--- config.mk ---
export PLATFORM = sky130hd
export DESIGN_NAME = rtc_bus_arbiter
export DESIGN_NICKNAME = d
export VERILOG_FILES = /design/src/rtl/rtc_bus_arbiter.sv
export SDC_FILE = /design/constraint.sdc
export NUM_CORES = 1
export LEC_CHECK = 0
export BUFFER_PORTS_ARGS = -buffer_cell sky130_fd_sc_hd__buf_4
export CORE_ASPECT_RATIO = 0.6
export CORE_MARGIN = 2
export CORE_UTILIZATION = 59
export CTS_BUF_LIST = sky130_fd_sc_hd__clkbuf_8
export CTS_CLUSTER_DIAMETER = 100
export DETAILED_ROUTE_END_ITERATION = 16
export PLACE_DENSITY = 0.87
export SETUP_SLACK_MARGIN = 0.3
export SKIP_CTS_REPAIR_TIMING = 1
export SLEW_MARGIN = 15
export SYNTH_ARGS = -nofsm -noshare
export SYNTH_HDL_FRONTEND = slang
export SYNTH_SLANG_ARGS = --single-unit
--- constraint.sdc ---
create_clock -name clock -period 4.7 [get_ports clock]
set_input_delay 0.235 -clock clock [delete_from_list [all_inputs] [get_ports clock]]
set_output_delay 0.235 -clock clock [all_outputs]
set_load 0.02 [all_outputs]
--- src/rtl/rtc_bus_arbiter.sv ---
// RTC multiplexed-bus arbiter: round-robin between write and read requesters,
// runs each grant as a fixed address/data phase sequence of STEP clocks per phase.
module rtc_bus_arbiter #(
    parameter int STEP = 4
) (
    input  logic       clock,
    input  logic       reset,
    input  logic       w_req,
    input  logic [7:0] w_addr,
    input  logic [7:0] w_data,
    output logic       w_gnt,
    output logic       w_done,
    input  logic       r_req,
    input  logic [7:0] r_addr,
    output logic [7:0] r_data,
    output logic       r_gnt,
    output logic       r_done,
    output logic       busy,
    output logic       ad,
    output logic       cs,
    output logic       wr,
    output logic       rd,
    output logic [7:0] ad_out,
    output logic       ad_oe,
    input  logic [7:0] ad_in
);

    typedef enum logic [3:0] {
        IDLE, A_SETUP, A_STROBE, A_HOLD, GAP,
        D_SETUP, D_STROBE, D_HOLD, RECOVER, DONE
    } state_t;

    localparam logic [7:0] LAST = 8'(STEP - 1);

    state_t     state, nxt;
    logic [7:0] cnt, cnt_nxt;
    logic       dir_w, nxt_w;
    logic [7:0] addr, nxt_addr;
    logic [7:0] wdata, nxt_wdata;
    logic       last_w, nxt_last;
    logic       gw, gr, phase_end, capture;
    logic       p_ad, p_cs, p_wr, p_rd, p_oe;
    logic [7:0] p_out;

    assign phase_end = (cnt == LAST);
    assign capture   = (state == D_STROBE) && phase_end && !dir_w;

    always_comb begin
        nxt       = state;
        cnt_nxt   = cnt;
        nxt_w     = dir_w;
        nxt_addr  = addr;
        nxt_wdata = wdata;
        nxt_last  = last_w;
        gw        = 1'b0;
        gr        = 1'b0;
        unique case (state)
            IDLE: begin
                // On a tie the port that did not win last time is served
                if (w_req && (!r_req || !last_w)) gw = 1'b1;
                else if (r_req)                   gr = 1'b1;
                if (gw || gr) begin
                    nxt       = A_SETUP;
                    cnt_nxt   = 8'd0;
                    nxt_w     = gw;
                    nxt_addr  = gw ? w_addr : r_addr;
                    nxt_wdata = w_data;
                    nxt_last  = gw;
                end
            end
            DONE: nxt = IDLE;
            default: begin
                if (phase_end) begin
                    nxt     = state_t'(state + 4'd1);
                    cnt_nxt = 8'd0;
                end else begin
                    cnt_nxt = cnt + 8'd1;
                end
            end
        endcase
    end

    // Pins are decoded from the next state so they come straight off flops
    always_comb begin
        p_ad  = 1'b1;
        p_cs  = 1'b1;
        p_wr  = 1'b1;
        p_rd  = 1'b1;
        p_oe  = 1'b0;
        p_out = 8'd0;
        unique case (nxt)
            A_SETUP: begin
                p_ad  = 1'b0;
                p_cs  = 1'b0;
                p_oe  = 1'b1;
                p_out = nxt_addr;
            end
            A_STROBE: begin
                p_ad  = 1'b0;
                p_cs  = 1'b0;
                p_wr  = 1'b0;
                p_oe  = 1'b1;
                p_out = nxt_addr;
            end
            A_HOLD: begin
                p_ad  = 1'b0;
                p_oe  = 1'b1;
                p_out = nxt_addr;
            end
            D_SETUP, D_HOLD: begin
                p_cs  = 1'b0;
                p_oe  = nxt_w;
                p_out = nxt_w ? nxt_wdata : 8'd0;
            end
            D_STROBE: begin
                p_cs  = 1'b0;
                p_wr  = !nxt_w;
                p_rd  = nxt_w;
                p_oe  = nxt_w;
                p_out = nxt_w ? nxt_wdata : 8'd0;
            end
            default: ;
        endcase
    end

    always_ff @(posedge clock) begin
        if (reset) begin
            state  <= IDLE;
            cnt    <= 8'd0;
            dir_w  <= 1'b0;
            addr   <= 8'd0;
            wdata  <= 8'd0;
            last_w <= 1'b0;
            ad     <= 1'b1;
            cs     <= 1'b1;
            wr     <= 1'b1;
            rd     <= 1'b1;
            ad_oe  <= 1'b0;
            ad_out <= 8'd0;
            r_data <= 8'd0;
            w_gnt  <= 1'b0;
            r_gnt  <= 1'b0;
            w_done <= 1'b0;
            r_done <= 1'b0;
            busy   <= 1'b0;
        end else begin
            state  <= nxt;
            cnt    <= cnt_nxt;
            dir_w  <= nxt_w;
            addr   <= nxt_addr;
            wdata  <= nxt_wdata;
            last_w <= nxt_last;
            ad     <= p_ad;
            cs     <= p_cs;
            wr     <= p_wr;
            rd     <= p_rd;
            ad_oe  <= p_oe;
            ad_out <= p_out;
            w_gnt  <= gw;
            r_gnt  <= gr;
            w_done <= (nxt == DONE) && nxt_w;
            r_done <= (nxt == DONE) && !nxt_w;
            busy   <= (nxt != IDLE);
            if (capture) r_data <= ad_in;
        end
    end

endmodule

## Word level (Yosys, flattened, before mapping)

Index checks and enable logic that the tools add are counted.

| operators by class | value |
|---|---|
| add/sub/neg operators | 2 |
| $mul | 0 |
| divide/modulo/power cells | 0 |
| $lt $le $gt $ge | 0 |
| eq/ne operators | 11 |
| shifts and indexed selects | 0 |
| multiplexer cells | 24 |
| bitwise gates (word level) | 3 |
| reduce and logical (&&, ||, !) cells | 20 |

Operator list:

| cell | number |
|---|---|
| 8-bit two-way mux | 8 |
| 8-bit one-hot mux with 2 select lines | 2 |
| 4-bit by 3-bit equality test with 1-bit output (second input constant) | 4 |
| 1-bit two-way mux | 9 |
| 8-bit by 1-bit adder with 8-bit output (second input constant) | 1 |
| 4-bit by 2-bit equality test with 1-bit output (second input constant) | 2 |
| 4-bit equality test (second input constant) | 2 |
| 8-bit by 2-bit equality test with 1-bit output (second input constant) | 1 |
| 4-bit two-way mux | 2 |
| 4-bit one-hot mux with 2 select lines | 1 |
| 3-bit OR reduction | 2 |
| 1-bit logical AND | 5 |
| 5-bit OR reduction | 1 |
| 4-bit by 1-bit adder with 4-bit output (second input constant) | 1 |
| 4-bit by 1-bit equality test with 1-bit output (second input constant) | 1 |
| 1-bit zero test | 4 |
| 4-bit zero test | 1 |
| 1-bit one-hot mux with 2 select lines | 2 |
| 2-bit AND reduction | 2 |
| 4-bit nonzero test | 1 |
| 2-bit OR reduction | 2 |
| 1-bit NOT | 3 |
| 1-bit logical OR | 2 |
| 2-bit inequality test (second input constant) | 1 |

| word-level totals | value |
|---|---|
| register bits after elaboration | 56 |
| latch bits | 0 |
| RAM bits | 0 |
| bits in read-only memories | 0 |
| bits of input ports | 36 |
| output and inout bits | 26 |
| logic and storage cells | 78 |
| memories | 0 |

## Depth between registers and ports, before layout

Gate-level depths: netlist (run 1).

| logic depth | value |
|---|---|
| depth after elaboration | 11 |
| depth in mapped cells | 9 |
| mapped depth without buffers | 7 |

## Least setup slack after synthesis (run 1)

No wires, ideal clock.

| timing path | value |
|---|---|
| kind | reg2reg |
| start point | register state[0] |
| end point | register cs |
| arrival | 2.103 ns |
| data required time | 4.573 ns |
| path slack | 2.470 ns |
| stages on the path, launching flop included | 9 |
| path buffers | 1 |
| clock period less this slack | 2.230 ns |
| path through | dfxtp_1 inv_1 ha_1 or3b_1 clkbuf_1 o21a_1 a32oi_2 nor2_1 or3b_1 |

| between the ends | value |
|---|---|
| cells in the longest elaborated chain, start to end | 6 |

RTL lines:

| what | line | text |
|---|---|---|
| start: declaration | 35 | `state_t state, nxt;` |
| start signal: assignment | 147 | `state <= nxt;` |
| 4-bit by 1-bit adder with 4-bit output | 74 | `nxt = state_t'(state + 4'd1);` |
| 4-bit two-way mux | 73 | `if (phase_end) begin` |
| 4-bit one-hot mux with 2 select lines (*) | 57 | `unique case (state)` |
| 4-bit by 3-bit equality test with 1-bit output (tied with other cells) | 91 | `unique case (nxt)` |
| 5-bit OR reduction (no source line) (*) | - |  |
| 1-bit two-way mux (*) | 91 |  |
| end signal: assignment | 154 | `cs <= p_cs;` |
| end: declaration | 20 | `output logic cs,` |

Mark *: on every way between the ends. The rest lies on a longest branch, timed or not.
A chain may end at the register's enable or synchronous reset.

## Final worst setup path (run 1)

| timing path | value |
|---|---|
| start point | register state[0] |
| end point | register ad_out[6] |

| between the ends | value |
|---|---|
| cells in the longest elaborated chain, start to end | 6 |

RTL lines:

| what | line | text |
|---|---|---|
| 4-bit by 1-bit adder with 4-bit output | 74 |  |
| 4-bit two-way mux | 73 |  |
| 4-bit one-hot mux with 2 select lines | 57 |  |
| 4-bit by 3-bit equality test with 1-bit output (tied with other cells) | 91 |  |
| 3-bit OR reduction (no source line) | - |  |
| 8-bit one-hot mux with 2 select lines (*) | 91 |  |
| end signal: assignment | 158 | `ad_out <= p_out;` |
| end: declaration | 23 | `output logic [7:0] ad_out,` |

Marked as above.

==> metrics.txt, run 1 <==
outcome finished, final reports clean; Arr. time, crit path 3030 ps; R2R Path End ad_out[6]; Least-Margin Pin Slew 805 ps; Hold Worst Slack 163 ps; crit path cell chain ha_1 > nor4bb_1 > a211oi_1 > a311oi_1 > a211oi_4 > o2bb2ai_1; Ys Warns 0; # DRC 0; clock root buffer clkbuf_8; Pint 805 uW; Setup Viol. Count Final 0; IO Pins 62; Seq/Total Area, Yosys 0.452; WHS Path Cells 3; async set or reset register ratio after synthesis 0; H-tree depth 2; Fillers 280; Initial Util 0.609; Worst R2R Path Depth 6; Worst Hold Launch ad_in[7]; Area Overhead vs Synth 25.5%; reg2reg setup slack 1860 ps; delay of the slowest critical-path stage 680 ps; required time of the critical path 4890 ps; TritonRoute pass-1 iters 4; WL final 5.99 mm; die height 54.2 um; slowest stage cell, crit path nor4bb_1; via count 2201; worst r2r src state[0]; syn_nets 303; max_slew headroom 0.456; final core utilization 0.764; CP endpoint kind flip-flop; unrepaired setup endpoints after global routing false; crit start category flip-flop; core area 4080 sq um; Vias per Instance 5.79; Tcrit/Tclk final 0.605; min cycle time layout 2840 ps; Synth Flop Type dfxtp_1; clock latency on the worst-skew pair 310 ps; largest net degree at the start of global routing 46; crit-path max FO 9; Die W 87.7 um; Port Buffers 61; NumNets Final 361; Switching Fraction 0.253; placed wire-length estimate 4.22 mm; routed len/inst 15.8 um; Sw Pwr 273 uW; Overall Global Routing Usage 0.262; Slew Limit Fails 0; CTS tree yes; peak supply drop 0.000253 V; Clock Sinks 56; Post-synth EDFFs 0; gpl congestion 0.903; Die Area 4760 sq um; DR iter-0 viols 219; P_leak 1.25 nW; n_diodes 0; Final Hold Violating Endpoints 0; Yosys reg bits 56; fraction of layout cells with a size suffix above 1 0.272; clock buffer count from CTS 5; Synth cell types 50; initial antenna violation count 0; register area 1120 sq um; Mapped Area 2480 sq um; multi-input logic area 1300 sq um; number of routed nets with antenna violations 0; setup TNS 0 ps; final clock skew 6.56 ps; global-route wire length before repair 9.49 mm; Max Cap Viol 0; # rows 18; clk slew on worst S/H paths 90 ps; fmax 352 MHz; vias in the first global route 1994; Setup CP Type reg -> reg; Reg power frac 0.484; average cell area after synthesis 9.47 sq um; clk buf depth 2; remaining global-route overflow 0; Worst Hold End r_data[7]; Clock power frac 0.330; Comb pwr share 0.186; Cells after Synth 262; worst min path class in -> reg; Pwr per Cell Area 346 nW/um^2
-- cells in the final DEF (no fill, tap or decap), drive strengths merged, types with 2 or more instances in the layout --
cell type,count
a211oi,4
a21oi,17
a311oi,4
a31o,2
a32oi,2
and3,4
buf,63
bufinv,2
clkbuf,5
dfxtp,56
ha,5
inv,4
mux2i,17
nand2,7
nand2b,2
nand3,3
nand4,3
nor2,46
nor2b,9
nor3,7
nor3b,7
nor4bb,3
o211ai,4
o21ai,5
o22ai,9
o2bb2ai,9
or3b,3
or4,2
xnor2,2
-- metal layers --
| metal | track usage | vias up | part of all wire |
|---|---|---|---|
| li1 | - | 1077 | - |
| met1 | 0.388 | 1035 | 0.49 |
| met2 | 0.379 | 80 | 0.42 |
| met3 | 0.0618 | 9 | 0.078 |
| met4 | 0.0769 | 0 | 0.0098 |
| met5 | 0 | - | 0 |
-- sequential cells by signal (all words and copies together) (netlist names) --
| register | cells |
|---|---|
| ad_out | 8 |
| addr | 8 |
| cnt | 8 |
| r_data | 8 |
| wdata | 8 |
| state | 4 |
| ad | 1 |
| ad_oe | 1 |
| busy | 1 |
| cs | 1 |
| dir_w | 1 |
| last_w | 1 |
| r_done | 1 |
| r_gnt | 1 |
| rd | 1 |
| w_done | 1 |
| w_gnt | 1 |
| wr | 1 |
-- worst max-delay path: cells and delay by family (launching register included) --
| family | cells | cell delay (ps) |
|---|---|---|
| AOI/OAI and AO/OA | 4 | 1210 |
| adders and majority gates | 1 | 340 |
| DFF | 1 | 490 |
| and+or+nand+nor | 1 | 680 |
-- stage by stage --
stage	std cells	cell area (sq um)	worst slack, ps	total power [mW]
finish	380	3110	1860	1.08
CTS	380	3110	1990	1.08
floorplan	262	2480	2470	0.656
global placement	373	2980	2150	0.723
detailed placement	373	2980	2040	0.729
global route	380	3110	1750	1.12
-- power groups by stage --
stage | Sequential [mW] | Clock [mW] | Combinational [mW]
global route | 0.525 | 0.374 | 0.220
global placement | 0.531 | 0 | 0.191
detailed placement | 0.532 | 0 | 0.197
floorplan | 0.547 | 0 | 0.109
finish | 0.522 | 0.356 | 0.200
CTS | 0.522 | 0.358 | 0.198
-- worst max-delay path by stage --
stage	to	cells after the start	start	slack, ps
finish	ad_out[6]	6	state[0]	1860
global route	ad_out[0]	7	state[0]	1750
CTS	ad_out[7]	6	state[0]	1990
detailed placement	ad_out[3]	6	state[0]	2040
global placement	ad_out[7]	6	state[0]	2150
floorplan	cs	8	state[0]	2470
-- cell families after synthesis --
logic type	synth area share
buffers and inverters	0.0267
AOI/OAI and AO/OA	0.199
adders and majority gates	0.0252
DFF	0.452
xor gates and xnor gates	0.00706
and+or+nand+nor	0.221
muxes	0.0686
-- cell type report --
cell class / count / area share
timing repair buffer: 63 / 0.152
clock inverter: 2 / 0.0193
tap: 60 / 0.0241
sequential: 56 / 0.360
multi-input combinational: 190 / 0.418
clock buffer: 5 / 0.0221
inverter: 4 / 0.00482
-- synth_stat cells (2+ instances only) --
| library cell | number | area (sq um) |
|---|---|---|
| ha_1 | 5 | 62.6 |
| inv_1 | 4 | 15.0 |
| nor3_1 | 7 | 35.0 |
| xnor2_1 | 2 | 17.5 |
| o22ai_1 | 8 | 50.1 |
| mux2i_1 | 17 | 170 |
| clkbuf_1 | 7 | 26.3 |
| a21oi_1 | 17 | 85.1 |
| buf_2 | 4 | 20.0 |
| and3_1 | 3 | 18.8 |
| nand3_1 | 3 | 15.0 |
| nor3b_1 | 6 | 45.0 |
| a211oi_1 | 2 | 15.0 |
| nor2_1 | 46 | 173 |
| or3b_1 | 2 | 17.5 |
| o211ai_1 | 4 | 30.0 |
| dfxtp_1 | 56 | 1120 |
| nor4bb_1 | 3 | 30.0 |
| nand4_1 | 3 | 18.8 |
| a311oi_1 | 4 | 35.0 |
| nand2b_1 | 2 | 12.5 |
| a31o_2 | 2 | 17.5 |
| nor2b_1 | 9 | 56.3 |
| or4_4 | 2 | 22.5 |
| o21ai_0 | 5 | 25.0 |
| o2bb2ai_1 | 9 | 78.8 |
| nand2_1 | 7 | 26.3 |
(Power assumes the default switching activity.)
==> run 2, diff against run 1 <==
Settings changed: ABC_AREA set to 1, CORE_UTILIZATION 59 to 56, PLACE_DENSITY 0.87 to 0.82.
Clock period 4.7 ns to 2.64 ns, I/O delays scaled along.
==> run 2 against run 1 <==
  * Non-clock buffer count is 2 lower
  * Sequential power is 77% higher
  * Worst setup slack worse by 1300 ps
  * Clock power is 57% higher
  * Power is 73% higher
  * Global-route usage is 3.7 points lower
  * Critical endpoint is now ad_out[0]
  * Largest cell class unchanged
==> metrics.txt, run 2 <==
Synth area leader dfxtp_1; n_diodes 0 (unchanged); fraction of layout cells with a size suffix above 1 0.260 (-0.0119); # rows 19 (+1); Met1 Wirelength 3.04 mm (+4.0%); Initial Util 0.588 (-0.0202); global-route wire length before repair 9.58 mm (+0.95%); clock buffer count from CTS 5 (unchanged); routed wl met2 2.32 mm (-8.7%); die height 57.9 um (+6.8%); IO Pins 62 (unchanged); Synth cell types 32 (-36%); R2R Path End ad_out[0]; Tcrit/Tclk final 0.807 (+0.202); Setup CP Type reg -> reg; async set or reset register ratio after synthesis 0 (unchanged); peak supply drop 0.000348 V (+37%); TritonRoute pass-1 iters 4 (unchanged); CP endpoint kind flip-flop; final instance area 3290 sq um (+5.7%); Die Area 5440 sq um (+14%); H-tree depth 2 (unchanged); final setup margin 510 ps (-1350 ps); worst r2r src state[0]; final core utilization 0.713 (-0.0504); Yosys reg bits 56 (unchanged); Arr. time, crit path 2370 ps (-660 ps); min cycle time layout 2130 ps (-714 ps); setup TNS 0 ps (unchanged); Post-synth EDFFs 0 (unchanged); clock root buffer clkbuf_8; commonest non-fill, non-tap cells in the layout nor2_1, buf_4, inv_1, nand2_1, dfxtp_1; CTS tree yes; post-synthesis mux area share 0 (-0.0686); pre-CTS WS 525 ps (-1510 ps); dpl cell area 3180 sq um (+6.5%); dominant cells by area after synthesis dfxtp_1, nor2_1, inv_1; unrepaired setup endpoints after global routing false; reg2reg setup slack 510 ps (-1350 ps); vias in the first global route 2061 (+3.4%); Synth top cells by count nor2_1, dfxtp_1, inv_1, nand2_1, o21ai_0; syn_nets 411 (+36%); clk buf depth 2 (unchanged); worst min path class in -> reg; required time of the critical path 2880 ps (-2010 ps); Setup crit start state[0]; Post-Synth XOR/XNOR Area 0.00323 (-0.00383); Final Hold Violating Endpoints 0 (unchanged); WL final 5.87 mm (-2.0%); Seq/Total Area, Yosys 0.413 (-0.0387); Pwr per Cell Area 568 nW/um^2 (+64%); Adder-Cell Fraction of Synth Area 0.0231 (-0.00216); top-count cell post-synth nor2_1; Clock Sinks 56 (unchanged); routed length on met3 465 um (-0.21%); via count 2424 (+10%); core area 4610 sq um (+13%); clock latency on the worst-skew pair 310 ps (about the same); Ys Warns 0 (unchanged); Area Overhead vs Synth 21.2%; Setup Viol. Count Final 0 (unchanged); routed len/inst 12.0 um (-24%); largest net degree at the start of global routing 42 (-8.7%); average cell area after synthesis 7.33 sq um (-23%); WHS Path Cells 3 (unchanged); max_slew headroom 0.587 (+0.131); Max Cap Viol 0 (unchanged); Mapped Area 2710 sq um (+9.4%); Die W 93.9 um (+7.0%); Synth Flop Type dfxtp_1; P_leak 1.52 nW (+22%); remaining global-route overflow 0 (unchanged); Slew Limit Fails 0 (unchanged); Overall Global Routing Usage 0.225 (-0.0365); number of routed nets with antenna violations 0 (unchanged); Fillers 393 (+40%); Post-Synth Simple-Gate Area 0.284 (+0.0622); Top Layer Used met4; Least-Margin Pin Slew 615 ps (-190 ps); crit start category flip-flop; gpl congestion 0.863 (-4.5%); Power Total 1.87 mW (+73%); # DRC 0 (unchanged); initial antenna violation count 0 (unchanged); Port Buffers 61 (unchanged); final clock skew 4.56 ps (-1.99 ps); Compound-Gate Fraction of Synth Area 0.159 (-0.0406); Worst R2R Path Depth 9 (+3); Cells after Synth 370 (+41%); NumNets Final 467 (+29%); crit-path max FO 33 (+24); Vias per Instance 4.95 (-15%); outcome finished, final reports clean; largest family of logic cells by synthesized area simple AND/OR/NAND/NOR gates; clk slew on worst S/H paths 100 ps (about the same); DR iter-0 viols 187 (-15%); CP endpoint ad_out[0]; placed wire-length estimate 4.42 mm (+4.7%); area fraction of the dominant cell type after synthesis 0.413 (-0.0387); fmax 470 MHz (+34%)
-- run 2: cell count changes after synthesis, sizes merged, moves of 17 or more --
| cell | previous run | this run |
|---|---|---|
| inv | 4 | 64 |
| nand2 | 7 | 64 |
| nand3 | 3 | 33 |
| o21ai | 5 | 35 |
| nor2 | 46 | 64 |
| mux2i | 17 | 0 |
-- run 2: layout make-up --
class,instances,area (sq um),share of cell area
Clock buffer,5,68.8,0.0209
Timing Repair Buffer,61,458,0.139
Sequential cell,56,1120,0.341
Multi-Input combinational cell,237,1270,0.386
Inverter,65,249,0.0757
Tap cell,63,78.8,0.0240
Clock inverter,3,42.5,0.0129
-- run 2: worst min-delay path by stage --
stage	to	startpoint
2_1_floorplan	dir_w	reset
3_3_place_gp	r_data[6]	ad_in[6]
3_5_place_dp	r_data[5]	ad_in[5]
4_1_cts	r_data[5]	ad_in[5]
5_1_grt	r_data[5]	ad_in[5]
6_report	r_data[1]	ad_in[1]
-- run 2: cell families (layout without fill, tap and decap cells) --
family	Yosys count	after routing
buf+inv	77	134
fa+ha+maj	5	5
xor+xnor	1	1
flops	56	56
compound gates	67	67
simple gates	164	164
-- run 2: routing by layer --
layer / GRT usage / up-vias
met2: 0.313 / 87
met4: 0.0435 / 0
li1: - / 1273
met3: 0.0494 / 4
met5: 0 / -
met1: 0.357 / 1060
-- run 2: critical path, stage by stage, from the launching register on --
cell     delay (ps)
dfxtp_1         450
inv_1           130
ha_1            240
nand3_4         120
inv_1            80
nand2_2         400
o21ai_0         220
nor2_1          180
nand3_2         100
a21oi_2         130
-- run 2: through the flow --
| stage | cells | hold WS, ps |
|---|---|---|
| 6_report | 490 | 73.1 |
| 5_1_grt | 490 | 71.7 |
| 4_1_cts | 490 | 75.8 |
| 3_5_place_dp | 482 | 398 |
| 3_3_place_gp | 482 | 383 |
| 2_1_floorplan | 370 | 216 |
-- run 2: report_power, final --
group	internal, mW	switching [mW]
Combinational	0.149	0.236
Clock	0.283	0.276
Sequential	0.902	0.0212
Total	1.33	0.533
==> run 3, diff against run 2 <==
Clock period 2.64 ns to 2 ns, I/O delays scaled along.
==> run 3 against run 2 <==
  * Sequential share of layout area down 2.2 points
  * Clock skew up 7.9 ps
  * Cell area up 8.1%
  * Critical path type unchanged
  * Critical endpoint is now ad_out[2]
==> metrics.txt, run 3 (synthesis results as in run 2) <==
fraction of layout cells with a size suffix above 1 0.329 (+0.0688); placed cell count 486 (+0.83%); commonest non-fill, non-tap cells in the layout buf_4, nor2_1, nand2_1, inv_1, dfxtp_1; P_leak 1.62 nW (+6.2%); clk buf depth 2 (unchanged); Die W 93.9 um (unchanged); die height 57.9 um (unchanged); Final Hold Violating Endpoints 0 (unchanged); placed wire-length estimate 4.47 mm (+1.3%); required time of the critical path 2250 ps (-630 ps); Power Total 2.58 mW (+38%); vias in the first global route 2074 (+0.63%); final clock skew 12.5 ps (+7.91 ps); peak supply drop 0.000474 V (+36%); crit-path max FO 6 (-82%); commonest non-fill, non-tap cell in the layout buf_4; crit start category flip-flop; number of routed nets with antenna violations 0 (unchanged); CP endpoint kind flip-flop; Overall Global Routing Usage 0.230 (+0.00434); DR iter-0 viols 226 (+21%); reg2reg setup slack 180 ps (-330 ps); via count 2587 (+6.7%); # rows 19 (unchanged); CTS tree yes; Clock power frac 0.292 (-0.007); outcome finished, final reports clean; Pint 1.81 mW (+36%); Initial Util 0.588 (unchanged); Vias per Instance 5.13 (+3.8%); # DRC 0 (unchanged); Arr. time, crit path 2070 ps (-300 ps); Reg power frac 0.473 (-0.021); H-tree depth 2 (unchanged); multi-input logic area 1370 sq um (+7.5%); clock latency on the worst-skew pair 320 ps (about the same); CP endpoint ad_out[2]; Fillers 323 (-18%); IO Pins 62 (unchanged); Setup Viol. Count Final 0 (unchanged); Clock Sinks 56 (unchanged); largest net degree at the start of global routing 42 (unchanged); TritonRoute pass-1 iters 7 (+3); routed len/inst 14.2 um (+18%); Area Overhead vs Synth 31.1%; Max Cap Viol 0 (unchanged); Slew Limit Fails 0 (unchanged); Setup CP Type reg -> reg; initial antenna violation count 0 (unchanged); worst r2r src state[1]; WL final 7.14 mm (+22%); min cycle time layout 1820 ps (-311 ps); clk slew on worst S/H paths 110 ps (about the same); Pwr per Cell Area 725 nW/um^2 (+28%); Comb pwr share 0.235 (+0.029); Setup crit start state[1]; clock root buffer clkbuf_8; NumNets Final 481 (+3.0%); Port Buffers 61 (unchanged); Die Area 5440 sq um (unchanged); global-route wire length before repair 9.83 mm (+2.5%); Least-Margin Pin Slew 493 ps (-122 ps); worst min path class in -> reg; core area 4610 sq um (unchanged); max_slew headroom 0.672 (+0.0843); non-filler cells, final 504 (+2.9%); Tcrit/Tclk final 0.909 (+0.103); fmax 550 MHz (+17%); unrepaired setup endpoints after global routing true; register area 1130 sq um (+1.1%); Sw Pwr 773 uW (+45%); Worst R2R Path Depth 9 (unchanged); setup TNS 0 ps (unchanged); gpl congestion 0.869 (+0.67%); Switching Fraction 0.299 (+0.0140); n_diodes 0 (unchanged); remaining global-route overflow 0 (unchanged); clock buffer count from CTS 5 (unchanged); R2R Path End ad_out[2]
## run 3: cell types whose count changed in the layout (fill, tap and decap cells not counted), sizes merged
cell    change
buf        +12
clkbuf      +1
nand2       +1
## run 3: stage by stage
| step | worst slack (ps) | util | hold WS, ps | area (sq um) |
|---|---|---|---|---|
| after floorplan | 321 | - | 184 | 2710 |
| after global placement | 93.0 | 0.698 | 351 | 3220 |
| after detailed placement | 70.5 | 0.698 | 357 | 3220 |
| after CTS | 54.6 | 0.722 | 32.1 | 3330 |
| after global routing | 125 | 0.771 | 46.2 | 3560 |
| final | 181 | 0.771 | 32.3 | 3560 |
## run 3: layout make-up
| class | instances | area share |
|---|---|---|
| Sequential cell | 56 | 0.319 |
| Clock buffer | 5 | 0.0193 |
| Clock inverter | 3 | 0.0120 |
| Multi-Input combinational cell | 238 | 0.384 |
| Timing Repair Buffer | 74 | 0.172 |
| Inverter | 65 | 0.0721 |
| Tap cell | 63 | 0.0222 |
## run 3: worst min-delay path by stage
stage	start	end	slack (ps)	cells past startpoint
3_5_place_dp	ad_in[7]	r_data[7]	360	3
4_1_cts	ad_in[7]	r_data[7]	30	3
5_1_grt	ad_in[5]	r_data[5]	50	3
3_3_place_gp	ad_in[0]	r_data[0]	350	3
2_1_floorplan	reset	dir_w	180	1
6_report	ad_in[7]	r_data[7]	30	3
## run 3: metal layers
layer	GRT usage	routed length, um	vias to the layer above
li1	-	-	1302
met4	0.0580	119	0
met3	0.0494	618	15
met1	0.367	3360	1136
met2	0.310	3040	134
met5	0	0	-
## run 3: worst max-delay path, cell delays in order (launching register included)
cell and delay (ps):
dfxtp_2 340, buf_4 150, ha_1 180, xnor2_1 160, o21ai_4 210, nand2_2 120
nor2_4 190, buf_12 150, nand3_1 110, a21oi_2 150
## run 3: power groups by stage
stage               clock, mW  sequential (mW)  combinational, mW
finish                  0.754             1.22              0.607
global route            0.794             1.23              0.662
CTS                     0.751             1.22              0.529
detailed placement          0             1.24              0.524
global placement            0             1.24              0.511
floorplan                   0             1.28              0.319
